<file path="config.mk">
export PLATFORM = sky130hd
export DESIGN_NAME = pipeline_hazard_ctrl
export DESIGN_NICKNAME = d
export VERILOG_FILES = /design/src/rtl/pipeline_hazard_ctrl.sv
export SDC_FILE = /design/constraint.sdc
export NUM_CORES = 1
export LEC_CHECK = 0
export ABC_AREA = 1
export BUFFER_PORTS_ARGS = -buffer_cell sky130_fd_sc_hd__buf_2
export CAP_MARGIN = 40
export CORE_MARGIN = 2
export CORE_UTILIZATION = 50
export CTS_CLUSTER_DIAMETER = 50
export DETAILED_ROUTE_END_ITERATION = 10
export GPL_ROUTABILITY_DRIVEN = 0
export PLACE_DENSITY = 0.79
export SLEW_MARGIN = 20
export SYNTH_ARGS = -nofsm -noshare
export SYNTH_HDL_FRONTEND = slang
export SYNTH_SLANG_ARGS = --single-unit
</file>
<file path="constraint.sdc">
create_clock -name clk_i -period 2 [get_ports clk_i]
set_clock_uncertainty 0.15 [all_clocks]
set_input_delay 0.2 -clock clk_i [delete_from_list [all_inputs] [get_ports clk_i]]
set_output_delay 0.2 -clock clk_i [all_outputs]
set_load 0.01 [all_outputs]
</file>
<file path="src/rtl/pipeline_hazard_ctrl.sv">
// Pipeline hazard controller: load-use bubbles, taken-branch flushes and data-memory
// wait stalls for a 5-stage pipeline, plus a saturating count of PC-stalled cycles.
module pipeline_hazard_ctrl #(
  parameter int unsigned STALL_CNT_W = 16
) (
  input  logic                   clk_i,
  input  logic                   rst_n_i,
  input  logic [4:0]             id_rs1_i,
  input  logic [4:0]             id_rs2_i,
  input  logic [4:0]             ex_rd_i,
  input  logic                   ex_mem_rd_i,
  input  logic                   ex_branch_taken_i,
  input  logic                   mem_req_i,
  input  logic                   mem_ready_i,
  input  logic                   stat_clr_i,
  output logic                   pc_en_o,
  output logic                   ifid_en_o,
  output logic                   idex_en_o,
  output logic                   exmem_en_o,
  output logic                   ifid_flush_o,
  output logic                   idex_flush_o,
  output logic [1:0]             state_o,
  output logic [STALL_CNT_W-1:0] stall_cnt_o
);

  typedef enum logic [1:0] {
    RUN         = 2'b00,
    LOAD_BUBBLE = 2'b01,
    MEM_WAIT    = 2'b10,
    FLUSH       = 2'b11
  } state_t;

  localparam logic [STALL_CNT_W-1:0] CNT_MAX = {STALL_CNT_W{1'b1}};

  state_t                 state_q, state_d;
  logic [STALL_CNT_W-1:0] stall_cnt_q;
  logic                   memstall;
  logic                   loaduse;
  logic                   hold;

  assign memstall = mem_req_i & ~mem_ready_i;
  assign loaduse  = ex_mem_rd_i & (ex_rd_i != 5'd0) &
                    ((id_rs1_i == ex_rd_i) | (id_rs2_i == ex_rd_i));

  // MEM_WAIT holds on mem_ready_i alone; elsewhere a fresh memory stall holds.
  assign hold = (state_q == MEM_WAIT) ? ~mem_ready_i : memstall;

  // Next state and stage controls
  always_comb begin
    state_d      = state_q;
    pc_en_o      = 1'b1;
    ifid_en_o    = 1'b1;
    idex_en_o    = 1'b1;
    exmem_en_o   = 1'b1;
    ifid_flush_o = 1'b0;
    idex_flush_o = 1'b0;

    if (!rst_n_i) begin
      state_d    = RUN;
      pc_en_o    = 1'b0;
      ifid_en_o  = 1'b0;
      idex_en_o  = 1'b0;
      exmem_en_o = 1'b0;
    end else if (hold) begin
      state_d    = MEM_WAIT;
      pc_en_o    = 1'b0;
      ifid_en_o  = 1'b0;
      idex_en_o  = 1'b0;
      exmem_en_o = 1'b0;
    end else begin
      case (state_q)
        RUN, MEM_WAIT: begin
          if (ex_branch_taken_i) begin
            ifid_flush_o = 1'b1;
            idex_flush_o = 1'b1;
            state_d      = FLUSH;
          end else if (loaduse) begin
            pc_en_o      = 1'b0;
            ifid_en_o    = 1'b0;
            idex_flush_o = 1'b1;
            state_d      = LOAD_BUBBLE;
          end else begin
            state_d = RUN;
          end
        end
        // ID/EX holds a bubble here, so hazards seen now are not real
        default: state_d = RUN;
      endcase
    end
  end

  always_ff @(posedge clk_i or negedge rst_n_i) begin
    if (!rst_n_i) begin
      state_q <= RUN;
    end else begin
      state_q <= state_d;
    end
  end

  // Saturating count of cycles in which the PC did not advance
  always_ff @(posedge clk_i or negedge rst_n_i) begin
    if (!rst_n_i) begin
      stall_cnt_q <= '0;
    end else if (stat_clr_i) begin
      stall_cnt_q <= '0;
    end else if (!pc_en_o && (stall_cnt_q != CNT_MAX)) begin
      stall_cnt_q <= stall_cnt_q + STALL_CNT_W'(1);
    end
  end

  assign state_o     = state_q;
  assign stall_cnt_o = stall_cnt_q;

endmodule

</file>
==> impl_metrics.csv <==
group,metric,value,unit
layout,n_antenna_cell,0,
timing,timing.setup.tns,0,ns
die,dieArea,0.00325,sq mm
synth,synth_area,0.00140,sq mm
critical_path,cp_num_buf_inv,3,
critical_path,required,1.65,ns
layout,area_growth,23.3,%
critical_path,critPathMaxStageDelay,0.42,ns
drt,ant_nets,0,
global_routing,grt_max_degree,32,
global_routing,met3_usage,0.0272,
critical_path,startpoint_type,"register",
drt,drc,0,
min_path,hold_path.class,"in2reg",
critical_path,cp_max_fo,10,
layout,fin_cells,294,
critical_path,crit_type,"reg2out",
global_routing,first_global_vias,1387,
min_path,min_delay_path_depth,4,
global_routing,use_met2,0.401,
layout,nNetsFinal,287,
clock_tree,ctsHtreeMaxLevel,1,
critical_path,path_depth,7,
timing,fmax,526,MHz
synth,synth_top_family_by_area,"simple AND/OR/NAND/NOR gates",
critical_path,crit_path_frequent_cell,"inv_1",
synth,syn_nets,236,
clock_tree,numCtsBuffers,3,
drt,route.vias.total,1513,
global_routing,grt_overflow,0,
timing,setup_slack,0.0996,ns
synth,synth.area.mux_share,0,
place,dp.cells,288,
die,initial_core_util,0.518,
place,hpwl,2570,microns
synth,synth_compound_area_frac,0.0178,
critical_path,cp_slowest_cell,"dfrtp_1",
timing,max-slew-margin-rel,0.801,
synth,synth-warning-count,0,
drt,first_pass_iters,4,
power_and_ir_drop,p_leak,1.06,nW
layout,drive_gt1_frac,0.247,
place,port-buffer-count,45,
global_routing,grt_usage,0.220,
synth,synthAdderAreaFrac,0.00891,
synth,synth-seq-area-share,0.321,
timing,period_share,0.950,
global_routing,grt_most_used_layer,"met2",
die,rows,19,
synth,syn_area_per_cell,6.59,sq um
drt,wl,3340,microns
global_routing,grt_pass1_wl,5790,microns
synth,synthSimpleGateAreaFrac,0.428,
critical_path,crit_chain,"inv_1, nand2_1, a21oi_1, nor2_2, nand2_2, inv_1, buf_2",
critical_path,crit_family,"flip-flops",
clock_tree,cts_tree,"done",
global_routing,grt_antenna_before_repair,0,
synth,synth.distinct_cells,21,
timing,drv_slew,0,
place,place_ws,0.156,ns
synth,synth-xor-area-share,0.0936,
clock_tree,clk_latency,0.29,ns
drt,drtIter0Drc,70,
timing,tightest_slew,0.299,ns
power_and_ir_drop,p_per_area,440,mW/mm^2
power_and_ir_drop,irDropWorstVdd,0.451,mV
status,outcome,"complete, no violations",
clock_tree,clock-sinks,18,
critical_path,arrival,1.55,ns
timing,setup_viol,0,
clock_tree,clk_pin_slew,0.11,ns
job,cap_violations,0,
die,die_y,57.0,microns
critical_path,critPathCaptureType,"output pin",
global_routing,grt_util_met1,0.279,
synth,syn_inst,213,
timing,hold_viol,0,
synth,ys_seq_elements,18,
drt,via_per_inst,5.15,
die,die_width,57.0,microns
drt,wl_per_cell,11.4,microns
die,core,0.00271,sq mm
die,io_pins,46,
timing,rsz0062_at_grt,"true",
layout,fillers,261,
clock_tree,cts_buffer_depth,2,
clock_tree,cts_root_buf,"clkbuf_4",
timing,fin_crit,1.90,ns
critical_path,reg2regPathDepth,9,
cells by family (layout without fill, tap and decap cells):
| kind of cell | after synthesis | count (layout) |
|---|---|---|
| compound gates | 5 | 5 |
| xor+xnor | 15 | 15 |
| fa+ha+maj | 1 | 1 |
| buf+inv | 44 | 94 |
| flops | 18 | 18 |
| simple gates | 130 | 130 |
registers in the layout (all words and copies together) (netlist names):
signal and flops:
stall_cnt_o 16, state_o 2
per-layer routing:
metal / share of wire / routed length, microns / vias to the layer above
li1: - / - / 778
met5: 0 / 0 / -
met1: 0.45 / 1490 / 691
met4: 0.0078 / 26 / 0
met2: 0.50 / 1660 / 40
met3: 0.050 / 166 / 4
where the power goes:
group / switching (mW) / internal (mW)
clock: 0.115 / 0.111
sequential: 0.00827 / 0.372
combinational: 0.0936 / 0.0611
Yosys cell counts:
library cell	count	area (sq um)
buf_6	1	11.3
inv_1	36	135
xnor2_1	4	35.0
nand3_1	29	145
buf_1	1	3.75
nor2_1	19	71.3
xor2_1	11	96.3
nand2_4	1	11.3
nand4_1	17	106
dfrtp_1	18	450
nor3_2	2	20.0
a21oi_1	4	20.0
clkbuf_1	1	3.75
nand2_2	2	12.5
buf_2	3	15.0
nand2_1	54	203
nor2_2	1	6.26
buf_4	2	15.0
ha_1	1	12.5
o21ai_0	1	5.00
nor3_1	5	25.0
final timing paths:
kind | start | end | slack [ns]
worst max-delay path | state_o[0]$_DFF_PN0_ | ifid_en_o | 0.1
worst min-delay path | mem_ready_i | state_o[1]$_DFF_PN0_ | 0.01
worst max register to register | stall_cnt_o[1]$_DFFE_PN0P_ | stall_cnt_o[2]$_DFFE_PN0P_ | 0.19
worst min register to register | state_o[0]$_DFF_PN0_ | state_o[0]$_DFF_PN0_ | 0.36
max in group asynchronous | rst_n_i | stall_cnt_o[1]$_DFFE_PN0P_ | 1.23
min in group asynchronous | rst_n_i | stall_cnt_o[10]$_DFFE_PN0P_ | 0.27
final cells by class:
| class | count | area (sq um) | share of cell area |
|---|---|---|---|
| multi-input combinational | 151 | 774 | 0.448 |
| timing repair buffer | 54 | 295 | 0.171 |
| clock buffer | 4 | 36.3 | 0.0210 |
| tap | 31 | 38.8 | 0.0224 |
| sequential | 18 | 450 | 0.260 |
| inverter | 36 | 135 | 0.0781 |
timing repair:
action	4_1_cts	5_1_grt
gates resized for setup	0	2
hold endpoints to repair	18	0
hold buffers	1	0
setup buffers	0	1
endpoints found under the setup margin	0	19
worst register-to-register path, delay by kind of cell (launching register included):
kind / cells / cell delay [ns]
buffers and inverters: 1 / 0.19
adder cells (fa/ha/maj): 1 / 0.23
AND/OR/NAND/NOR: 7 / 0.72
flip-flops: 1 / 0.42
layout by cell type, fill, tap and decap left out, drive strengths merged:
cell type,netlist,routed
a21oi,4,4
buf,7,53
clkbuf,1,4
dfrtp,18,18
dlygate4sd3,0,1
ha,1,1
inv,36,36
nand2,57,57
nand3,29,29
nand4,17,17
nor2,20,20
nor3,7,7
o21ai,1,1
xnor2,4,4
xor2,11,11
stage by stage:
stage,hold WS (ns),cell area (sq um),util,power [mW]
2_1_floorplan,-0.246,1400,-,0.476
5_1_grt,0.0455,1730,0.639,0.805
3_3_place_gp,0.0542,1670,0.617,0.538
6_report,0.0104,1730,0.639,0.761
4_1_cts,0.00454,1720,0.634,0.764
3_5_place_dp,0.0599,1670,0.617,0.540
No activity file was read; power rests on OpenSTA's default activity.
